File: config.mk
export PLATFORM = sky130hd
export DESIGN_NAME = dkong_sound_cmd_if
export DESIGN_NICKNAME = d
export VERILOG_FILES = /design/src/rtl/dkong_sound_cmd_if.sv
export SDC_FILE = /design/constraint.sdc
export NUM_CORES = 1
export LEC_CHECK = 0
export ABC_AREA = 0
export CAP_MARGIN = 15
export CORE_MARGIN = 2
export CORE_UTILIZATION = 25
export CTS_BUF_LIST = sky130_fd_sc_hd__clkbuf_16
export DETAILED_ROUTE_END_ITERATION = 8
export PLACE_DENSITY = 0.44
export SKIP_LAST_GASP = 1
export SYNTH_ARGS = -nofsm -noshare
export SYNTH_HDL_FRONTEND = slang
export SYNTH_SLANG_ARGS = --single-unit
File: constraint.sdc
create_clock -name W_CLK_24576M -period 3.3 [get_ports W_CLK_24576M]
set_clock_uncertainty 0.15 [all_clocks]
set_input_delay 0.33 -clock W_CLK_24576M [delete_from_list [all_inputs] [get_ports W_CLK_24576M]]
set_output_delay 0.33 -clock W_CLK_24576M [all_outputs]
set_load 0.01 [all_outputs]
File: src/rtl/dkong_sound_cmd_if.sv
// Main-CPU side of the sound command interface: latch decode, analog trigger stretch,
// SACK synchronisation and command pending/timeout status.
module dkong_sound_cmd_if #(
    parameter int unsigned CLK_RATE     = 24576000,
    parameter int unsigned MIN_PULSE_US = 200,
    parameter int unsigned TIMEOUT_MS   = 50
) (
    input  logic       W_CLK_24576M,
    input  logic       W_RESETn,
    input  logic [9:0] I_CPU_A,
    input  logic [7:0] I_CPU_D,
    input  logic       I_CPU_WE,
    input  logic       I_SACK,
    output logic [4:0] O_3D_Q,
    output logic [6:0] O_6H_Q,
    output logic       O_5H_Q0,
    output logic [1:0] O_4H_Q,
    output logic [7:0] O_STAT
);

    // 64-bit intermediate: CLK_RATE * MIN_PULSE_US overflows 32 bits at the default rate
    localparam longint unsigned StretchL = 64'(CLK_RATE) * 64'(MIN_PULSE_US) / 64'd1000000;
    localparam longint unsigned TmoL     = 64'(CLK_RATE) / 64'd1000 * 64'(TIMEOUT_MS);
    localparam int unsigned     CW       = $clog2(StretchL + 1);
    localparam int unsigned     TW       = $clog2(TmoL + 1);
    localparam logic [CW-1:0]   STRETCH  = CW'(StretchL);
    localparam logic [TW-1:0]   TMO      = TW'(TmoL);

    typedef enum logic [1:0] {StIdle, StPend, StTout} state_e;

    logic [4:0]    d3_q, d3_d;
    logic [6:0]    h6_q, h6_d;
    logic [1:0]    h4_q, h4_d;
    logic          irq_q, irq_d;
    logic [CW-1:0] cnt_q [3];
    logic [CW-1:0] cnt_d [3];
    logic          sack_meta_q, sack_sync_q, sack_prev_q;
    logic          sack_edge, irq_fall;
    state_e        state_q, state_d;
    logic [TW-1:0] tcnt_q, tcnt_d;
    logic          tout_q, tout_d;

    always_comb begin
        d3_d  = d3_q;
        h6_d  = h6_q;
        h4_d  = h4_q;
        irq_d = irq_q;
        if (I_CPU_WE) begin
            if (I_CPU_A == 10'h000) begin
                d3_d = I_CPU_D[4:0];
            end else if (I_CPU_A[9:1] == 9'h040) begin
                h4_d[I_CPU_A[0]] = I_CPU_D[0];
            end else if (I_CPU_A[9:3] == 7'h20 && I_CPU_A[2:0] != 3'd7) begin
                h6_d[I_CPU_A[2:0]] = I_CPU_D[0];
            end else if (I_CPU_A == 10'h180) begin
                irq_d = ~I_CPU_D[0];
            end
        end
    end

    // Fall is detected on the next-state value so the counter loads on the same edge as the latch
    always_comb begin
        for (int i = 0; i < 3; i++) begin
            cnt_d[i] = cnt_q[i];
            if (h6_q[i] && !h6_d[i]) begin
                cnt_d[i] = STRETCH;
            end else if (cnt_q[i] != '0) begin
                cnt_d[i] = cnt_q[i] - 1'b1;
            end
        end
    end

    assign sack_edge = sack_sync_q ^ sack_prev_q;
    assign irq_fall  = irq_q & ~irq_d;

    always_comb begin
        state_d = state_q;
        tcnt_d  = tcnt_q;
        tout_d  = tout_q;
        if (irq_fall) begin
            state_d = StPend;
            tcnt_d  = '0;
            tout_d  = 1'b0;
        end else begin
            case (state_q)
                StIdle: ;
                StPend: begin
                    if (sack_edge) begin
                        state_d = StIdle;
                    end else begin
                        tcnt_d = tcnt_q + 1'b1;
                        if (tcnt_d == TMO) begin
                            state_d = StTout;
                            tout_d  = 1'b1;
                        end
                    end
                end
                StTout: if (sack_edge) state_d = StIdle;
                default: state_d = StIdle;
            endcase
        end
    end

    always_ff @(posedge W_CLK_24576M or negedge W_RESETn) begin
        if (!W_RESETn) begin
            d3_q        <= 5'h00;
            h6_q        <= 7'h7F;
            h4_q        <= 2'b00;
            irq_q       <= 1'b1;
            for (int i = 0; i < 3; i++) cnt_q[i] <= '0;
            sack_meta_q <= 1'b0;
            sack_sync_q <= 1'b0;
            sack_prev_q <= 1'b0;
            state_q     <= StIdle;
            tcnt_q      <= '0;
            tout_q      <= 1'b0;
        end else begin
            d3_q        <= d3_d;
            h6_q        <= h6_d;
            h4_q        <= h4_d;
            irq_q       <= irq_d;
            for (int i = 0; i < 3; i++) cnt_q[i] <= cnt_d[i];
            sack_meta_q <= I_SACK;
            sack_sync_q <= sack_meta_q;
            sack_prev_q <= sack_sync_q;
            state_q     <= state_d;
            tcnt_q      <= tcnt_d;
            tout_q      <= tout_d;
        end
    end

    always_comb begin
        O_6H_Q[6:3] = h6_q[6:3];
        for (int i = 0; i < 3; i++) O_6H_Q[i] = h6_q[i] & (cnt_q[i] == '0);
    end

    assign O_3D_Q  = d3_q;
    assign O_4H_Q  = h4_q;
    assign O_5H_Q0 = irq_q;
    assign O_STAT  = {(state_q != StIdle), tout_q, sack_sync_q, irq_q, h4_q, 2'b00};

endmodule
==> summary.md, run 1 <==
| Metric | Value |
|---|---|
| NumNets Final | between 500 and 600 |
| Diodes inserted | 0 |
| Number of flops mapped to enable cells by yosys | 0 |
| Post-Route WL | 9.31 mm |
| Area of the die | 18,400 um2 |
| CTS H-tree lvls | 3 |
| Core footprint | approximately 17,000 um2 |
| Final setup viols | 0 |
| Worst setup path end | O_6H_Q[0] |
| Status | finished clean |
| Gpl congestion | between 0.7 and 0.8 |
| FF+latch count, synth | 81 |
| CTS clk-pin slew, worst paths | approximately 0.06 ns |
| Lkg Pwr | between 1.5 and 2 nW |
| Async set-or-reset flop fraction in the synthesized netlist | 1.00 |
| Yosys Warn Count | 0 |
| P&R area growth vs syn | 22.0% |
| Setup crit end kind | primary output |
| Final period util | 0.961 |
| First DRT Iteration DRCs | 125 |
| Final Hold Vio Count | 0 |
| Syn Area/Cell | a little under 10 um2 |
| FF-to-FF Start | cnt_q[7] |
| DR vias | around 3,200 |
| First-pass GRT wire length | ~16 mm |
| CTS Sinks | slightly above 80 |
| FF-to-FF setup slack | ~0.66 ns |
| CTS tree | yes |
| P_sw | 475 uW |
| Period minus WS final | roughly 3.2 ns |
| Worst Path Arrival | between 2 and 3 ns |
| Comb power frac | 0.040 |
| Most frequent cells in the layout | dfrtp_1 (73), nor2_1 (54), nand2_1 (39), clkdlybuf4s50_1 (38), xnor2_1 (34) |
| Die span in y | between 100 and 150 um |
| Gate Count Post-Synth | approximately 440 |
| Total gr overflow | 0 |
| Flop pwr share | 0.463 |
| Power Internal | between 1.5 and 2 mW |
| Clk buf depth | 2 |
| Total track usage | 0.110 |
| Clock power frac | 0.497 |
| Crit Path Max Fanout | 4 |
| Initial antenna violation count | 0 |
| Peak VDD IR | about 230 uV |
| Leading cell type in the layout, fill and taps excluded | dfrtp_1 |
| Final HPWL DP | roughly 6.4 mm |
| Leading area contributor after synthesis | dfrtp_1 |
| Register area share after synthesis | 0.471 |
| RSZ-0062 raised after global routing | false |
| Area contributors post-synth | dfrtp_1 (42%), xnor2_1 (6.9%), dfstp_2 (4.9%) |
| Cells on worst reg2reg path | 6 |
| WS Path Type | reg2out |
| Rel. slew slack | 0.646 |
| Post-route ant nets | 0 |
| Ys flop type | dfrtp_1 |
| CP Launch Point | cnt_q[29] |
| IO Count | 45 |
| TritonCTS buffer count | 9 |
| Setup TNS | 0 ns |
| Root buffer cell | clkbuf_16 |
| Sw frac | 0.218 |
| Area share of the largest cell type after synthesis | 0.422 |
| Fmax | about 0.32 GHz |
| Vias per Instance | between 4 and 5 |
| Routed length per instance | roughly 13 um |
| Worst path required time | roughly 2.8 ns |
| Crit path launch type | flip-flop |
| Die width | approximately 140 um |
| Capture point of the worst reg-to-reg path | cnt_q[9] |
| Yosys cell types | between 50 and 60 |
| Port bufs | 39 |
| Clock latency at the later pin of the worst-skew pair | roughly 0.35 ns |
| Mapped cell area | around 4300 um2 |
| Worst-Margin Slew | approximately 0.53 ns |
| Layout Utilization | 0.308 |
| Drt pass-1 iters | 5 |
| DRC | 0 |
| Vias in the first global route | between 3,000 and 4,000 |
| FILL cells | roughly 1,800 |
| Initial Util | 0.253 |
| Row cnt | 48 |
| Largest net degree at the start of global routing | 82 |
| P per Cell Area | between 400 and 500 nW/um2 |
| Final slew viol count | 0 |
| Hold Path Class | reg2reg |
| Tot Pwr | approximately 2.2 mW |
| Layout cell share with drive strength beyond 1 | 0.117 |
| Max Cap Viol | 0 |
-- power groups by stage --
stage | clock network [mW] | registers, mW | logic [mW]
4_1_cts | 1.13 | 1.01 | 0.0846
3_3_place_gp | 0 | 1.03 | 0.0843
6_report | 1.09 | 1.01 | 0.0863
3_5_place_dp | 0 | 1.03 | 0.0842
2_1_floorplan | 0 | 1.03 | 0.0281
5_1_grt | 1.17 | 1.01 | 0.0975
-- flip-flops by register name, indices dropped and copies added, names as in the netlist --
register     count
tout_q           1
state_q          2
h6_q             7
sack_meta_q      1
O_4H_Q           2
sack_sync_q      1
tcnt_q          21
O_5H_Q0          1
O_3D_Q           5
cnt_q           39
sack_prev_q      1
-- metal layers --
layer | global-route usage | share of wire | vias up
met1 | 0.147 | 0.49 | 1539
met5 | 0 | 0 | -
met4 | 0.0388 | 0.0081 | 0
met3 | 0.0325 | 0.035 | 8
li1 | - | - | 1590
met2 | 0.168 | 0.47 | 47
-- synthesized netlist by cell type (2+ instances only) --
cell	number
a21oi_1	13
and2_1	4
and3_1	5
buf_2	2
buf_4	12
clkbuf_1	12
dfrtp_1	73
dfstp_2	8
ha_1	4
inv_1	10
mux2_1	9
mux2_2	7
nand2_1	39
nand2b_1	7
nand3_1	8
nand3b_1	4
nand4_1	7
nand4b_1	2
nor2_1	54
nor2b_1	3
nor3_1	12
nor3b_1	2
nor4_1	11
nor4_2	4
nor4b_1	3
o21a_1	3
o21ai_0	10
o21ai_1	8
o31ai_1	3
or2_1	4
or3_1	15
or3b_1	2
or4_1	10
or4_4	2
or4b_1	2
xnor2_1	34
xor2_1	12
-- per-stage QoR --
step / setup slack, ns / cells / hold WS, ns / instance area, um2
3_3_place_gp: 0.387 / 687 / 0.187 / 4920
3_5_place_dp: 0.370 / 687 / 0.190 / 4920
6_report: 0.130 / 705 / 0.207 / 5280
4_1_cts: 0.0682 / 703 / 0.0835 / 5240
5_1_grt: 0.0342 / 705 / 0.210 / 5280
2_1_floorplan: 0.857 / 442 / -0.116 / 4330
-- final cells by class --
| type | instances | area [um2] | area share |
|---|---|---|---|
| multi-input cells | 324 | 2120 | 0.401 |
| flip-flops and latches | 81 | 2040 | 0.386 |
| repair buffers | 49 | 485 | 0.0919 |
| well taps | 225 | 282 | 0.0533 |
| clock buffers | 9 | 225 | 0.0427 |
| clock inverters | 7 | 93.8 | 0.0178 |
| inverters | 10 | 37.5 | 0.00711 |
-- worst min-delay path by stage --
stage           startpoint          end  slack, ns  cells after the start
2_1_floorplan     W_RESETn    O_3D_Q[0]      -0.12                      0
3_3_place_gp   sack_meta_q  sack_sync_q       0.19                      0
3_5_place_dp   sack_meta_q  sack_sync_q       0.19                      0
4_1_cts           W_RESETn  sack_meta_q       0.08                      1
5_1_grt        sack_meta_q  sack_sync_q       0.21                      0
6_report       sack_meta_q  sack_sync_q       0.21                      0
-- cells by family (layout without fill, tap and decap cells) --
logic type	count (synthesis)	count (layout)	synth area share
DFF	81	81	0.471
AOI/OAI and AO/OA	43	43	0.0578
other	1	2	0.000867
xor gates and xnor gates	46	46	0.0931
adders and majority gates	4	4	0.0116
muxes	17	17	0.0440
buffers and inverters	37	75	0.0431
and+or+nand+nor	212	212	0.279
-- worst max-delay path, stage by stage (launching register included) --
cell,delay (ns)
dfrtp_1,0.40
or4_1,0.58
or4_4,0.55
nor2_1,0.12
and2_1,0.15
clkdlybuf4s50_1,0.54
-- what timing repair did --
item,4_1_cts,5_1_grt
endpoints found under the setup margin,0,1
hold endpoints to repair,0,23
gates resized for setup,0,1
hold buffers,0,1
setup buffers,0,0
(Power assumes the default switching activity.)
==> run 2: changes to the inputs <==
--- a/config.mk
+++ b/config.mk
@@ -8,10 +8,10 @@
 export ABC_AREA = 0
 export CAP_MARGIN = 15
 export CORE_MARGIN = 2
-export CORE_UTILIZATION = 25
+export CORE_UTILIZATION = 40
 export CTS_BUF_LIST = sky130_fd_sc_hd__clkbuf_16
 export DETAILED_ROUTE_END_ITERATION = 8
-export PLACE_DENSITY = 0.44
+export PLACE_DENSITY = 0.58
 export SKIP_LAST_GASP = 1
 export SYNTH_ARGS = -nofsm -noshare
 export SYNTH_HDL_FRONTEND = slang
==> run 2 against run 1 <==
  * Combinational power down 3.7%
  * Critical path depth unchanged
  * Utilization up 18 points
  * Via count up 0.53%
  * Sequential cell count unchanged
  * Register-to-register slack about the same
  * Critical path type unchanged
  * Worst hold slack better by 0.0032 ns
  * Setup slack worse by 0.0026 ns
  * Clock power down 6%
  * First-iteration DRC count down 33%
==> summary.md, run 2 (same netlist as run 1, synthesis figures left out) <==
| Metric | Value |
|---|---|
| Status | finished clean (unchanged) |
| First-pass GRT wire length | 15.2 mm (was 15.8 mm) |
| Total gr overflow | 0 (unchanged) |
| Power Internal | 1.63 mW (was 1.71 mW) |
| Cell count of the worst hold path | 0 (unchanged) |
| Sw frac | 0.228 (was 0.218) |
| Hold Slack | 0.210 ns (was 0.207 ns) |
| DR vias | 3,201 (was 3,184) |
| Setup crit end kind | primary output (unchanged) |
| TritonCTS buffer count | 9 (unchanged) |
| Vias in the first global route | 3,140 (was 3,121) |
| Clock power frac | 0.484 (was 0.497) |
| Initial antenna violation count | 0 (unchanged) |
| Leading cell type in the layout, fill and taps excluded | dfrtp_1 (unchanged) |
| Hold endpoint | sack_sync_q (unchanged) |
| DRC | 0 (unchanged) |
| Setup TNS | 0 ns (unchanged) |
| Flop pwr share | 0.477 (was 0.463) |
| Root buffer cell | clkbuf_16 (unchanged) |
| Crit path launch type | flip-flop (unchanged) |
| P_sw | 484 uW (was 475 uW) |
| Hold Path Class | reg2reg (unchanged) |
| Layout cell share with drive strength beyond 1 | 0.115 (was 0.117) |
| RSZ-0062 raised after global routing | false (unchanged) |
| Lkg Pwr | 1.96 nW (was 1.98 nW) |
| Layout Utilization | 0.492 (was 0.308) |
| Clk buf depth | 2 (unchanged) |
| Post-route insts no fill | 615 (was 705) |
| Initial Util | 0.415 (was 0.253) |
| Final HPWL DP | 6.13 mm (was 6.35 mm) |
| CTS H-tree lvls | 3 (unchanged) |
| Final setup viols | 0 (unchanged) |
| Clock latency at the later pin of the worst-skew pair | 0.34 ns (was 0.35 ns) |
| Fmax | 0.315 GHz (about the same) |
| CTS tree | yes (unchanged) |
| Port bufs | 39 (unchanged) |
| Final period util | 0.962 (was 0.961) |
| Gpl congestion | 0.774 (was 0.767) |
| Die width | 108 um (was 136 um) |
| Reg with most FFs | cnt_q (unchanged) |
| First DRT Iteration DRCs | 84 (was 125) |
| WS Path Type | reg2out (unchanged) |
| Area of the die | 11,700 um2 (was 18,400 um2) |
| CTS Sinks | 81 (unchanged) |
| Final slew viol count | 0 (unchanged) |
| Core footprint | 10,400 um2 (was 17,100 um2) |
| Total track usage | 0.169 (was 0.110) |
| Routed length per instance | 14.3 um (was 13.2 um) |
| Worst path required time | 2.82 ns (about the same) |
| Hold_sp | sack_meta_q (unchanged) |
| Peak VDD IR | 290 uV (was 234 uV) |
| Highest routed layer | met4 (unchanged) |
| P&R area growth vs syn | 18.4% (was 22.0%) |
| Most frequent cells in the layout | dfrtp_1 (73), nor2_1 (54), nand2_1 (39), clkdlybuf4s50_1 (38), xnor2_1 (34) (unchanged) |
| Worst Path Arrival | 2.69 ns (about the same) |
| Post-CTS Repair Setup Buffers | 0 (unchanged) |
| Crit Path Max Fanout | 4 (unchanged) |
| Max reg flops | 39 (unchanged) |
| Met1 WL | 4.16 mm (was 4.57 mm) |
| Max Cap Viol | 0 (unchanged) |
| Die span in y | 108 um (was 136 um) |
| Final Hold Vio Count | 0 (unchanged) |
| Row cnt | 37 (was 48) |
| Comb power frac | 0.039 (was 0.040) |
| CTS clk-pin slew, worst paths | 0.07 ns (was 0.06 ns) |
| IO Count | 45 (unchanged) |
| Hold_buf cts | 1 (was 0) |
| NumNets Final | 500 (was 501) |
| Cells on worst reg2reg path | 6 (unchanged) |
| Post-CTS Resized | 0 (unchanged) |
| Period minus WS final | 3.17 ns (about the same) |
| Largest net degree at the start of global routing | 52 (was 82) |
| P per Cell Area | 414 nW/um2 (was 413 nW/um2) |
| Vias per Instance | 5.20 (was 4.52) |
| Capture point of the worst reg-to-reg path | cnt_q[2] (was cnt_q[9]) |
| Post-route ant nets | 0 (unchanged) |
| Largest regs | cnt_q: 39 flops, tcnt_q: 21 flops, h6_q: 7 flops (unchanged) |
| Metal2 WL | 4.19 mm (was 4.33 mm) |
| Tot Pwr | 2.12 mW (was 2.18 mW) |
| FF-to-FF setup slack | 0.65 ns (was 0.66 ns) |
| Diodes inserted | 0 (unchanged) |
| Post-Route WL | 8.77 mm (was 9.31 mm) |
| FF-to-FF Start | cnt_q[7] (unchanged) |
| Rel. slew slack | 0.565 (was 0.646) |
| Worst-Margin Slew | 0.653 ns (was 0.529 ns) |
| WL met3 | 278 um (was 327 um) |
| Cell count after placement | 598 (was 687) |
| Drt pass-1 iters | 4 (was 5) |
run 2: power by group through the flow:
| stage | Clock (mW) | Sequential, mW | Combinational [mW] |
|---|---|---|---|
| floorplan | 0 | 1.03 | 0.0281 |
| global placement | 0 | 1.03 | 0.0838 |
| detailed placement | 0 | 1.03 | 0.0844 |
| CTS | 1.06 | 1.01 | 0.0860 |
| global route | 1.09 | 1.01 | 0.0933 |
| finish | 1.03 | 1.01 | 0.0831 |
run 2: worst max-delay path by stage:
| stage | startpoint | to | slack (ns) | depth (start not counted) |
|---|---|---|---|---|
| floorplan | cnt_q[7] | cnt_q[9] | 0.86 | 7 |
| global placement | I_CPU_A[3] | cnt_q[23] | 0.39 | 7 |
| detailed placement | I_CPU_A[3] | cnt_q[24] | 0.36 | 7 |
| CTS | cnt_q[31] | O_6H_Q[0] | 0.1 | 5 |
| global route | cnt_q[29] | O_6H_Q[0] | 0.03 | 5 |
| finish | cnt_q[31] | O_6H_Q[0] | 0.13 | 5 |
run 2: through the flow:
| stage | setup WS (ns) | area [um2] |
|---|---|---|
| 2_1_floorplan | 0.857 | 4330 |
| 3_3_place_gp | 0.388 | 4810 |
| 3_5_place_dp | 0.355 | 4810 |
| 4_1_cts | 0.0976 | 5120 |
| 5_1_grt | 0.0272 | 5120 |
| 6_report | 0.127 | 5120 |
run 2: final cells by class:
cell class / instances / area (um2)
clock buffer: 9 / 225
clock inverter: 7 / 78.8
fill: 964 / 5290
inverter: 10 / 37.5
multi-input combinational: 324 / 2120
sequential: 81 / 2040
tap: 136 / 170
timing repair buffer: 48 / 458
run 2: layer usage:
layer  vias to the layer above  GRT usage
li1                       1597          -
met1                      1554      0.229
met2                        41      0.260
met3                         9     0.0458
met4                         0     0.0604
met5                         -          0
run 2: critical path: stages (launching register included):
cell and delay [ns]:
dfrtp_1 0.39, or4_1 0.58, or4_1 0.57, nor2_1 0.13, and2_1 0.14, clkdlybuf4s50_1 0.53
==> run 3: changes to the inputs <==
--- a/config.mk
+++ b/config.mk
@@ -11,8 +11,10 @@
 export CORE_UTILIZATION = 40
 export CTS_BUF_LIST = sky130_fd_sc_hd__clkbuf_16
 export DETAILED_ROUTE_END_ITERATION = 8
-export PLACE_DENSITY = 0.58
+export DONT_BUFFER_PORTS = 1
+export PLACE_DENSITY = 0.52
 export SKIP_LAST_GASP = 1
+export SLEW_MARGIN = 15
 export SYNTH_ARGS = -nofsm -noshare
 export SYNTH_HDL_FRONTEND = slang
 export SYNTH_SLANG_ARGS = --single-unit
==> run 3 against run 2 <==
  * Die area is the same
  * Worst hold slack lost 0.18 ns
  * Setup slack gained 0.12 ns
  * Critical path depth shrank 1
  * Sequential power is essentially flat
  * Via count shrank 4.5%
  * Register-to-register slack is essentially flat
  * Wire length shrank 0.19%
  * Clock power shrank 5%
  * Cell count shrank 5.9%
==> summary.md, run 3 (same netlist as run 1, synthesis figures left out) <==
| Metric | Value |
|---|---|
| Cells on worst reg2reg path | 6 (unchanged) |
| Hold endpoint | cnt_q[35] (was sack_sync_q) |
| Max reg flops | 39 (unchanged) |
| Crit Path Max Fanout | 7 (was 4) |
| Power Internal | 1.60 mW (was 1.63 mW) |
| Hold_sp | I_CPU_A[2] (was sack_meta_q) |
| P&R area growth vs syn | 10.4% (was 18.4%) |
| Largest regs | cnt_q: 39 flops, tcnt_q: 21 flops, h6_q: 7 flops (unchanged) |
| Drt pass-1 iters | 4 (unchanged) |
| Placed instance area | 4390 um2 (was 4810 um2) |
| Area of the die | 11,700 um2 (unchanged) |
| Post-route ant nets | 0 (unchanged) |
| Worst-Margin Slew | 0.747 ns (was 0.653 ns) |
| Root buffer cell | clkbuf_16 (unchanged) |
| Initial Util | 0.415 (unchanged) |
| Cells along the critical path | or4_4 -> or3_4 -> nor4_2 -> and2_1 (was or4_1 -> or4_1 -> nor2_1 -> and2_1 -> clkdlybuf4s50_1) |
| Max Cap Viol | 0 (unchanged) |
| Flop pwr share | 0.495 (was 0.477) |
| First-pass GRT wire length | 15.0 mm (was 15.2 mm) |
| Post-CTS Repair Setup Buffers | 0 (unchanged) |
| Hold Path Class | in2reg (was reg2reg) |
| Crit path launch type | flip-flop (unchanged) |
| Worst path required time | 2.82 ns (about the same) |
| Final slew viol count | 0 (unchanged) |
| Lkg Pwr | 1.83 nW (was 1.96 nW) |
| Most frequent cells in the layout | dfrtp_1 (73), nor2_1 (54), nand2_1 (39), xnor2_1 (34), or3_1 (15) (was dfrtp_1 (73), nor2_1 (54), nand2_1 (39), clkdlybuf4s50_1 (38), xnor2_1 (34)) |
| Clock power frac | 0.478 (was 0.484) |
| Gpl congestion | 0.783 (was 0.774) |
| IO Count | 45 (unchanged) |
| Final Instance Area | 4780 um2 (was 5120 um2) |
| Period minus WS final | 3.05 ns (was 3.17 ns) |
| P per Cell Area | 428 nW/um2 (was 414 nW/um2) |
| Initial antenna violation count | 0 (unchanged) |
| Slowest stage delay, CP | 0.64 ns (was 0.58 ns) |
| Largest net degree at the start of global routing | 82 (was 52) |
| Cell count of the worst hold path | 3 (was 0) |
| Layout cell share with drive strength beyond 1 | 0.113 (was 0.115) |
| DRC | 0 (unchanged) |
| Worst Path Arrival | 2.57 ns (was 2.69 ns) |
| Peak VDD IR | 296 uV (was 290 uV) |
| RSZ-0062 raised after global routing | false (unchanged) |
| Delay-heaviest family, CP | simple AND/OR/NAND/NOR gates (unchanged) |
| DR vias | 3,058 (was 3,201) |
| Diodes inserted | 0 (unchanged) |
| FF-to-FF Start | tcnt_q[6] (was cnt_q[7]) |
| Die width | 108 um (unchanged) |
| WS Path Type | reg2out (unchanged) |
| Core footprint | 10,400 um2 (unchanged) |
| CTS tree | yes (unchanged) |
| Vias in the first global route | 3,084 (was 3,140) |
| Clock latency at the later pin of the worst-skew pair | 0.34 ns (about the same) |
| CTS clk-pin slew, worst paths | 0.06 ns (was 0.07 ns) |
| Setup TNS | 0 ns (unchanged) |
| CP bufs+invs | 0 (was 1) |
| Row cnt | 37 (unchanged) |
| Total gr overflow | 0 (unchanged) |
| Final Hold Vio Count | 0 (unchanged) |
| P_sw | 443 uW (was 484 uW) |
| Clk buf depth | 2 (unchanged) |
| Status | finished clean (unchanged) |
| Hold Slack | 0.0288 ns (was 0.210 ns) |
| CTS Sinks | 81 (unchanged) |
| Port bufs | 0 (was 39) |
| Post-Route WL | 8.75 mm (was 8.77 mm) |
| Leading cell type in the layout, fill and taps excluded | dfrtp_1 (unchanged) |
| Layout Utilization | 0.459 (was 0.492) |
| Die span in y | 108 um (unchanged) |
| Setup crit end kind | primary output (unchanged) |
| Final period util | 0.925 (was 0.962) |
| Final HPWL DP | 5.71 mm (was 6.13 mm) |
| Routed length per instance | 15.1 um (was 14.3 um) |
| Comb power frac | 0.026 (was 0.039) |
| Capture point of the worst reg-to-reg path | tout_q (was cnt_q[2]) |
| Vias per Instance | 5.28 (was 5.20) |
| First DRT Iteration DRCs | 108 (was 84) |
| NumNets Final | 464 (was 500) |
| Total track usage | 0.164 (was 0.169) |
| Fmax | 0.328 GHz (was 0.315 GHz) |
| TritonCTS buffer count | 9 (unchanged) |
| Critical-path top delay cell | nor4_2 (was or4_1) |
| Reg with most FFs | cnt_q (unchanged) |
| Final setup viols | 0 (unchanged) |
| CTS H-tree lvls | 3 (unchanged) |
| Tot Pwr | 2.05 mW (was 2.12 mW) |
| Sw frac | 0.216 (was 0.228) |
| Rel. slew slack | 0.498 (was 0.565) |
| FF-to-FF setup slack | 0.65 ns (about the same) |
-- run 3: cell count changes in the layout (fill, tap and decap cells not counted), sizes merged --
cell,before,now
clkdlybuf4s50,38,0
dlygate4sd3,1,7
buf,9,5
clkinv,2,3
inv,12,11
-- run 3: worst max-delay path by stage --
stage                        start   endpoint  slack [ns]  cells past startpoint
final                     cnt_q[7]  O_6H_Q[2]        0.25                      4
after global routing      cnt_q[7]  O_6H_Q[2]        0.16                      4
after CTS                 cnt_q[7]  O_6H_Q[2]        0.25                      4
after detailed placement  cnt_q[7]  O_6H_Q[2]        0.62                      4
after global placement    cnt_q[7]  O_6H_Q[2]        0.64                      4
after floorplan           cnt_q[7]   cnt_q[9]        0.86                      7
-- run 3: per-layer routing --
metal,track usage,up-vias,routed length [um]
met5,0,-,0
met2,0.260,51,4050
met3,0.0452,10,381
li1,-,1518,-
met4,0.0595,0,129
met1,0.215,1479,4190
-- run 3: final cells by class --
| cell class | instances | area (um2) |
|---|---|---|
| fill | 1007 | 5640 |
| multi-input combinational | 324 | 2120 |
| sequential | 81 | 2040 |
| clock buffer | 9 | 225 |
| tap | 136 | 170 |
| timing repair buffer | 12 | 128 |
| clock inverter | 7 | 63.8 |
| inverter | 10 | 37.5 |
-- run 3: worst register-to-register path, delay by kind of cell (launching register included) --
kind / cells / cell delay [ns]
AOI/OAI and AO/OA: 1 / 0.13
muxes: 1 / 0.28
DFF: 1 / 0.45
and+or+nand+nor: 4 / 1.56
-- run 3: power by group through the flow --
stage / sequential (mW) / clock, mW / combinational (mW)
2_1_floorplan: 1.03 / 0 / 0.0281
6_report: 1.01 / 0.979 / 0.0539
3_3_place_gp: 1.03 / 0 / 0.0216
4_1_cts: 1.01 / 1.01 / 0.0560
3_5_place_dp: 1.03 / 0 / 0.0223
5_1_grt: 1.01 / 1.05 / 0.0618
-- run 3: what timing repair did --
item,in CTS,in global routing
endpoints found under the hold margin,97,0
hold buffers,8,0
gates resized for setup,0,0
-- run 3: metrics by stage --
stage	setup WS (ns)	cells
after floorplan	0.857	442
after global placement	0.637	555
after detailed placement	0.622	555
after CTS	0.250	579
after global routing	0.159	579
final	0.247	579
